## config.mk

```make
export PLATFORM = sky130hd
export DESIGN_NAME = stim_seq_flat
export DESIGN_NICKNAME = d
export VERILOG_FILES = /design/src/rtl/stim_pkg.sv /design/src/rtl/stim_seq_if.sv /design/src/rtl/stim_table.sv /design/src/rtl/stim_seq.sv /design/src/flat_wrapper.sv
export SDC_FILE = /design/constraint.sdc
export NUM_CORES = 1
export LEC_CHECK = 0
export ABC_CLOCK_PERIOD_IN_PS = 6900
export BUFFER_PORTS_ARGS = -buffer_cell sky130_fd_sc_hd__buf_2
export CORE_ASPECT_RATIO = 0.7
export CORE_UTILIZATION = 40
export CTS_CLUSTER_SIZE = 24
export DETAILED_ROUTE_END_ITERATION = 10
export GPL_TIMING_DRIVEN = 1
export MAX_ROUTING_LAYER = met4
export SYNTH_ARGS = -nofsm -noshare
export SYNTH_HDL_FRONTEND = slang
export SYNTH_SLANG_ARGS = --single-unit
```

## constraint.sdc

```tcl
create_clock -name clk -period 6.9 [get_ports clk]
set_input_delay 1.38 -clock clk [delete_from_list [all_inputs] [get_ports clk]]
set_output_delay 1.38 -clock clk [all_outputs]
set_load 0.01 [all_outputs]
```

## src/rtl/stim_pkg.sv

```systemverilog
// Shared definitions for the stimulus sequencer: FSM state encoding and the
// bit layout of one stimulus table entry ({hold, value}).
package stim_pkg;

  typedef enum logic [2:0] {
    S_IDLE = 3'd0,
    S_RST  = 3'd1,
    S_RUN  = 3'd2,
    S_WAIT = 3'd3,
    S_DONE = 3'd4
  } state_t;

  localparam int VAL_LSB = 0;

  // The hold field sits directly above the pattern value.
  function automatic int hold_lsb(input int width);
    return width;
  endfunction

endpackage

```

## src/rtl/stim_seq_if.sv

```systemverilog
// Control, table-load and stimulus signals of the stimulus sequencer.
// The master side (bench or board logic) drives start and the write port.
interface stim_seq_if #(
  parameter int WIDTH = 32,
  parameter int DEPTH = 8,
  parameter int HW    = 16
);
  localparam int AW = $clog2(DEPTH);

  logic             start;
  logic             wr_en;
  logic [AW-1:0]    wr_addr;
  logic [WIDTH-1:0] wr_value;
  logic [HW-1:0]    wr_hold;
  logic             cpu_reset;
  logic [WIDTH-1:0] porti;
  logic             busy;
  logic             done;
  logic [AW-1:0]    step;
  logic [31:0]      cycle_cnt;

  modport master (
    output start, wr_en, wr_addr, wr_value, wr_hold,
    input  cpu_reset, porti, busy, done, step, cycle_cnt
  );

  modport slave (
    input  start, wr_en, wr_addr, wr_value, wr_hold,
    output cpu_reset, porti, busy, done, step, cycle_cnt
  );
endinterface

```

## src/rtl/stim_table.sv

```systemverilog
// Stimulus table: DEPTH entries of {hold, value}, one synchronous write port
// and one asynchronous read port. Contents are deliberately not reset.
module stim_table
  import stim_pkg::*;
#(
  parameter int WIDTH = 32,
  parameter int DEPTH = 8,
  parameter int HW    = 16,
  parameter int AW    = $clog2(DEPTH)
) (
  input  logic             clk,
  input  logic             we,
  input  logic [AW-1:0]    waddr,
  input  logic [WIDTH-1:0] wvalue,
  input  logic [HW-1:0]    whold,
  input  logic [AW-1:0]    raddr,
  output logic [WIDTH-1:0] rvalue,
  output logic [HW-1:0]    rhold
);
  localparam int HOLD_LSB = hold_lsb(WIDTH);

  logic [WIDTH+HW-1:0] mem [DEPTH];

  // Table write port
  always_ff @(posedge clk) begin
    if (we) begin
      mem[waddr] <= {whold, wvalue};
    end
  end

  assign rvalue = mem[raddr][VAL_LSB +: WIDTH];
  assign rhold  = mem[raddr][HOLD_LSB +: HW];
endmodule

```

## src/rtl/stim_seq.sv

```systemverilog
// Stimulus sequencer: pulses cpu_reset, then plays the timed porti table and
// stops at a run-cycle limit. Define STIM_LOOP_EN to repeat the table until the limit.
module stim_seq
  import stim_pkg::*;
#(
  parameter int          WIDTH      = 32,
  parameter int          DEPTH      = 8,
  parameter int          HW         = 16,
  parameter int          RST_CYCLES = 5,
  parameter logic [31:0] MAX_CYCLES = 32'd8014
) (
  input logic       clk,
  input logic       reset,
  stim_seq_if.slave bus
);
  localparam int            AW       = $clog2(DEPTH);
  localparam logic [AW-1:0] LAST_IDX = AW'(DEPTH - 1);
  localparam logic [31:0]   RST_LAST = 32'(RST_CYCLES - 1);
  localparam logic [31:0]   CNT_LAST = MAX_CYCLES - 32'd1;

  state_t           state;
  logic [31:0]      rst_cnt;
  logic [HW-1:0]    rem;
  logic [AW-1:0]    rd_addr;
  logic [AW-1:0]    nxt_idx;
  logic [WIDTH-1:0] tbl_value;
  logic [HW-1:0]    tbl_hold;
  logic             tbl_we;
  logic             limit_hit;
  logic             at_last;
`ifdef STIM_LOOP_EN
  // Entry 0 is cached at run start so a wrap needs no second read port.
  logic [WIDTH-1:0] e0_value;
  logic [HW-1:0]    e0_hold;
`endif

  stim_table #(
    .WIDTH (WIDTH),
    .DEPTH (DEPTH),
    .HW    (HW)
  ) u_table (
    .clk    (clk),
    .we     (tbl_we),
    .waddr  (bus.wr_addr),
    .wvalue (bus.wr_value),
    .whold  (bus.wr_hold),
    .raddr  (rd_addr),
    .rvalue (tbl_value),
    .rhold  (tbl_hold)
  );

  // Table addressing, write gating and end-of-entry/limit decodes
  always_comb begin
    nxt_idx   = bus.step + AW'(1);
    at_last   = (bus.step == LAST_IDX);
    limit_hit = (bus.cycle_cnt == CNT_LAST);
    tbl_we    = bus.wr_en && ((state == S_IDLE) || (state == S_DONE));
    if (state == S_RUN) begin
      rd_addr = nxt_idx;
    end else begin
      rd_addr = '0;
    end
  end

  // Sequencer FSM with registered outputs
  always_ff @(posedge clk) begin
    if (!reset) begin
      state         <= S_IDLE;
      rst_cnt       <= 32'd0;
      rem           <= '0;
      bus.cpu_reset <= 1'b0;
      bus.porti     <= '0;
      bus.busy      <= 1'b0;
      bus.done      <= 1'b0;
      bus.step      <= '0;
      bus.cycle_cnt <= 32'd0;
`ifdef STIM_LOOP_EN
      e0_value      <= '0;
      e0_hold       <= '0;
`endif
    end else begin
      case (state)
        S_IDLE, S_DONE: begin
          if (bus.start) begin
            state         <= S_RST;
            rst_cnt       <= 32'd0;
            bus.cpu_reset <= 1'b1;
            bus.porti     <= '0;
            bus.busy      <= 1'b1;
            bus.done      <= 1'b0;
            bus.step      <= '0;
            bus.cycle_cnt <= 32'd0;
          end
        end
        S_RST: begin
          if (rst_cnt == RST_LAST) begin
            bus.cpu_reset <= 1'b0;
            bus.cycle_cnt <= 32'd0;
            bus.step      <= '0;
`ifdef STIM_LOOP_EN
            e0_value      <= tbl_value;
            e0_hold       <= tbl_hold;
`endif
            if (tbl_hold == '0) begin
              state     <= S_WAIT;
              bus.porti <= '0;
            end else begin
              state     <= S_RUN;
              bus.porti <= tbl_value;
              rem       <= tbl_hold - HW'(1);
            end
          end else begin
            rst_cnt <= rst_cnt + 32'd1;
          end
        end
        S_RUN: begin
          if (limit_hit) begin
            state     <= S_DONE;
            bus.porti <= '0;
            bus.busy  <= 1'b0;
            bus.done  <= 1'b1;
          end else begin
            bus.cycle_cnt <= bus.cycle_cnt + 32'd1;
            if (rem != '0) begin
              rem <= rem - HW'(1);
            end else if (at_last || (tbl_hold == '0)) begin
`ifdef STIM_LOOP_EN
              if (e0_hold == '0) begin
                state     <= S_WAIT;
                bus.porti <= '0;
              end else begin
                bus.step  <= '0;
                bus.porti <= e0_value;
                rem       <= e0_hold - HW'(1);
              end
`else
              state     <= S_WAIT;
              bus.porti <= '0;
`endif
            end else begin
              bus.step  <= nxt_idx;
              bus.porti <= tbl_value;
              rem       <= tbl_hold - HW'(1);
            end
          end
        end
        S_WAIT: begin
          if (limit_hit) begin
            state    <= S_DONE;
            bus.busy <= 1'b0;
            bus.done <= 1'b1;
          end else begin
            bus.cycle_cnt <= bus.cycle_cnt + 32'd1;
          end
        end
        default: begin
          state         <= S_IDLE;
          bus.cpu_reset <= 1'b0;
          bus.porti     <= '0;
          bus.busy      <= 1'b0;
          bus.done      <= 1'b0;
        end
      endcase
    end
  end
endmodule

```

## src/flat_wrapper.sv

```systemverilog
// flat-port wrapper written by rule: the top's interface ports become plain ports
module stim_seq_flat import stim_pkg::*;
#(
  parameter int          WIDTH      = 32,
  parameter int          DEPTH      = 8,
  parameter int          HW         = 16,
  parameter int          RST_CYCLES = 5,
  parameter logic [31:0] MAX_CYCLES = 32'd8014
)
  (clk, reset, bus_start, bus_wr_en, bus_wr_addr, bus_wr_value, bus_wr_hold, bus_cpu_reset, bus_porti, bus_busy, bus_done, bus_step, bus_cycle_cnt);
  stim_seq_if #(.WIDTH(WIDTH), .DEPTH(DEPTH), .HW(HW)) bus_i ();
  input logic clk;
  input logic reset;
  input wire logic [$bits(bus_i.start)-1:0] bus_start;
  input wire logic [$bits(bus_i.wr_en)-1:0] bus_wr_en;
  input wire logic [$bits(bus_i.wr_addr)-1:0] bus_wr_addr;
  input wire logic [$bits(bus_i.wr_value)-1:0] bus_wr_value;
  input wire logic [$bits(bus_i.wr_hold)-1:0] bus_wr_hold;
  output wire logic [$bits(bus_i.cpu_reset)-1:0] bus_cpu_reset;
  output wire logic [$bits(bus_i.porti)-1:0] bus_porti;
  output wire logic [$bits(bus_i.busy)-1:0] bus_busy;
  output wire logic [$bits(bus_i.done)-1:0] bus_done;
  output wire logic [$bits(bus_i.step)-1:0] bus_step;
  output wire logic [$bits(bus_i.cycle_cnt)-1:0] bus_cycle_cnt;
  assign bus_i.start = bus_start;
  assign bus_i.wr_en = bus_wr_en;
  assign bus_i.wr_addr = bus_wr_addr;
  assign bus_i.wr_value = bus_wr_value;
  assign bus_i.wr_hold = bus_wr_hold;
  assign bus_cpu_reset = bus_i.cpu_reset;
  assign bus_porti = bus_i.porti;
  assign bus_busy = bus_i.busy;
  assign bus_done = bus_i.done;
  assign bus_step = bus_i.step;
  assign bus_cycle_cnt = bus_i.cycle_cnt;
  stim_seq #(.WIDTH(WIDTH), .DEPTH(DEPTH), .HW(HW), .RST_CYCLES(RST_CYCLES), .MAX_CYCLES(MAX_CYCLES)) u_core (.clk(clk), .reset(reset), .bus(bus_i));
endmodule
```

==> results.md <==
- Final Hold Viols: 0
- RSZ-0062 raised after global routing: no
- Register area: approximately 14000 sq um
- Crit. End Element: flip-flop
- Fin nets: 1788
- Final wirelength: 52.0 mm
- Multi-input combinational cell area: 6690 sq um
- Postcts setup bufs: 0
- Worst Hold Depth: 2
- Period utilisation layout: 0.779
- Area Overhead vs Synth: 13.6%
- DR DRC count: 0
- Worst r2r src: u_core.bus.step[1]
- Die area: 53500 sq um
- Drt pass-1 iters: 5
- FF-to-FF setup slack: 1.52 ns
- Hold crit path type: flip-flop to flip-flop
- Syn_nets: 1681
- Maximum VDD drop: 155 uV
- Max clock buf depth: 3
- TritonCTS clock tree: built
- CTS root buffer: clkbuf_16
- FILL cells: 4543
- R2r endpoint: u_core.bus.porti[25]
- Post-synthesis cell count: 1617
- Final Max Slew Viols: 0
- Wire length per cell: 21.3 um
- Vias per inst: 5.59
- Ys Warns: 0
- Number of DRC markers in iteration 0: 1315
- CP max FO: 44
- Post-CTS sizing: 0
- Horiz. Die Dim: 276 um
- Util after Layout: 0.465
- Clk pwr share: 0.348
- FFs w/ async S/R, synth: 0
- F_max: 186 MHz
- H-tree depth: 2
- Post-synthesis sequential area ratio: 0.664
- Hold Crit Start: u_core.rem[10]
- Number of placed I/O pins: 125
- Vias: 13614
- Combinational Power Share: 0.170
- Worst-Margin Slew: 1.13 ns
- Clk_lat worst skew: 0.58 ns
- Library cells used by synthesis: 72
- Fraction of layout cells with a size suffix above 1: 0.165
- PwrDens: 308 nW/um^2
- Area leader, netlist: edfxtp_1
- Top FF cell, synth: edfxtp_1
- GP Congestion: 0.884
- CTS sink cnt: 505
- CTS Buf Count: 49
- CP startpoint kind: flip-flop
- Slew headroom: 0.245
- Worst Hold Endpoint: u_core.rem[10]
- Share of the synthesized area in the top cell type: 0.549
- Starting density of the core: 0.410
- Syn Std Cell Area: ~21000 sq um
- Dpl hpwl: 29.9 mm
- Static leakage: 0.00811 uW
- Largest net degree at the start of global routing: 56
- Core area: between 50000 and 60000 sq um
- Maximum capacitance violations: 0
- CP required: 7.37 ns
- Die Span Y: a little under 200 um
- Average size of a mapped cell: approximately 13 sq um
- Synth Register Bits: 505
- Total gr overflow: 0
- Reg clk slew, reported paths: 0.06 ns
- Outcome: completed
- Antenna violations before repair: 3
- Final setup vio count: 0
- Hold bufs inserted after CTS: 0
- PortBufs: ~120
- Switch share: 0.283
- Sequential Power Share: 0.482
- Internal power: 5270 uW
- Sw Pwr: 2080 uW
- Final min period: 5.38 ns
- Number of synthesized flops with an enable pin: 384
- Vias in the first global route: between 10000 and 15000
- First-pass GRT wire length: 78.9 mm
- Clock Skew: 0.0128 ns
- Worst Path Arrival: 5.84 ns
- Setup CP Type: flip-flop to flip-flop
- Total track usage: 0.198
- Worst Reg2Reg Path Length in Cells: 10
- Post-DRT Antenna Nets: 0
- Area contributors post-synth: edfxtp_1 55%, dfxtp_1 12%, mux4_2 3.9%
- Setup TNS: 0 ns
- FP Rows: 69
## critical path, cell delays in order, from the launching register on
cell and delay (ns):
dfxtp_1 0.34, ha_1 0.83, nand4bb_2 1.01, a31oi_1 0.45, o211ai_1 0.15, a222oi_1 0.87, and3_1 0.34, nand3_1 0.13
nand2_2 0.66, o21ai_0 0.23, and2_1 0.20
## logic make-up (layout without fill, tap and decap cells)
group           after synthesis  in the layout  synth area share
xor+xnor                     58             58            0.0242
buf+inv                     109            253            0.0224
compound gates              326            326            0.0976
fa+ha+maj                     9              9           0.00536
mux                          89             89            0.0644
flops                       505            505             0.664
simple gates                521            521             0.122
other cells                   0              1                 0
## how the worst max path moves through the flow
stage	from	to	slack, ns	cells after the start
2_1_floorplan	bus_wr_addr[0]	u_core.u_table.mem[0][0]	1.52	2
3_3_place_gp	u_core.bus.step[1]	u_core.bus.porti[6]	1.72	10
3_5_place_dp	u_core.bus.step[1]	u_core.bus.porti[15]	1.62	10
4_1_cts	u_core.bus.step[1]	u_core.bus.porti[25]	1.59	10
5_1_grt	u_core.bus.step[1]	u_core.bus.porti[12]	1.23	10
6_report	u_core.bus.step[1]	u_core.bus.porti[25]	1.52	10
## layout make-up
| type | count | share of cell area |
|---|---|---|
| sequential | 505 | 0.585 |
| multi-input combinational | 1003 | 0.280 |
| clock buffer | 69 | 0.0575 |
| tap | 674 | 0.0353 |
| timing repair buffer | 146 | 0.0329 |
| clock inverter | 19 | 0.00608 |
| inverter | 19 | 0.00299 |
| antenna | 1 | 0.000105 |
## cell usage after synthesis, drive strengths merged, types with 9 or more instances
| library cell | count |
|---|---|
| edfxtp | 384 |
| nand2 | 175 |
| dfxtp | 121 |
| nor2 | 108 |
| a21oi | 96 |
| o21ai | 84 |
| clkbuf | 57 |
| and3 | 50 |
| mux2i | 44 |
| and2 | 41 |
| o211ai | 40 |
| xor2 | 40 |
| nand3 | 37 |
| mux4 | 36 |
| a211oi | 35 |
| buf | 33 |
| inv | 19 |
| nor3 | 18 |
| xnor2 | 18 |
| a31oi | 14 |
| nand4 | 14 |
| nor4 | 13 |
| or3 | 13 |
| nand2b | 10 |
| ha | 9 |
| mux2 | 9 |
## power by group through the flow
stage | Combinational, uW | Clock, uW | Sequential, uW
floorplan | 831 | 0 | 3600
global placement | 1220 | 0 | 3600
detailed placement | 1240 | 0 | 3600
CTS | 1240 | 2610 | 3540
global route | 1360 | 2730 | 3560
finish | 1250 | 2560 | 3540
## per-layer routing
| metal | global-route usage | vias to the layer above | part of all wire |
|---|---|---|---|
| li1 | - | 6319 | - |
| met1 | 0.296 | 6772 | 0.47 |
| met2 | 0.285 | 461 | 0.44 |
| met3 | 0.0300 | 62 | 0.074 |
| met4 | 0.0399 | 0 | 0.015 |
| met5 | - | - | 0 |
## layout by cell type, fill, tap and decap left out, types with 5 or more instances in the layout
| cell type | instances |
|---|---|
| nand2b_1 | 10 |
| buf_2 | 124 |
| nand2_1 | 174 |
| mux2i_1 | 44 |
| o31ai_1 | 8 |
| buf_4 | 22 |
| edfxtp_1 | 384 |
| nand3_1 | 37 |
| dfxtp_1 | 120 |
| clkbuf_8 | 5 |
| inv_1 | 18 |
| a211oi_1 | 35 |
| or3_1 | 13 |
| a31oi_1 | 14 |
| nor2_4 | 6 |
| xor2_1 | 40 |
| a21oi_1 | 96 |
| clkbuf_16 | 50 |
| mux4_2 | 36 |
| nor3_1 | 16 |
| or2_2 | 6 |
| xnor2_1 | 18 |
| nor4_1 | 13 |
| and2_1 | 40 |
| and3_1 | 50 |
| nand4_1 | 14 |
| mux2_2 | 9 |
| clkinv_2 | 11 |
| clkbuf_1 | 14 |
| nor4b_1 | 7 |
| o211ai_1 | 40 |
| and4_1 | 5 |
| nor2_1 | 102 |
| o21ai_0 | 81 |
| ha_1 | 9 |
## flip-flops by register name, summed over array words and instances, names as in the netlist
name / flops
u_core.u_table.mem: 384
u_core.bus.cycle_cnt: 32
u_core.bus.porti: 32
u_core.rst_cnt: 32
u_core.rem: 16
u_core.bus.step: 3
u_core.state: 3
u_core.bus.busy: 1
u_core.bus.cpu_reset: 1
u_core.bus.done: 1
## per-stage QoR
stage	total power [uW]	worst slack (ns)	hold slack, ns	cell area, sq um	instances
2_1_floorplan	4430	1.52	0.439	21000	1617
3_3_place_gp	4820	1.72	0.454	22300	2347
3_5_place_dp	4850	1.62	0.469	22300	2347
4_1_cts	7390	1.59	0.475	23900	2435
5_1_grt	7650	1.23	0.496	23900	2436
6_report	7350	1.52	0.478	23900	2436
(Power assumes the default switching activity.)
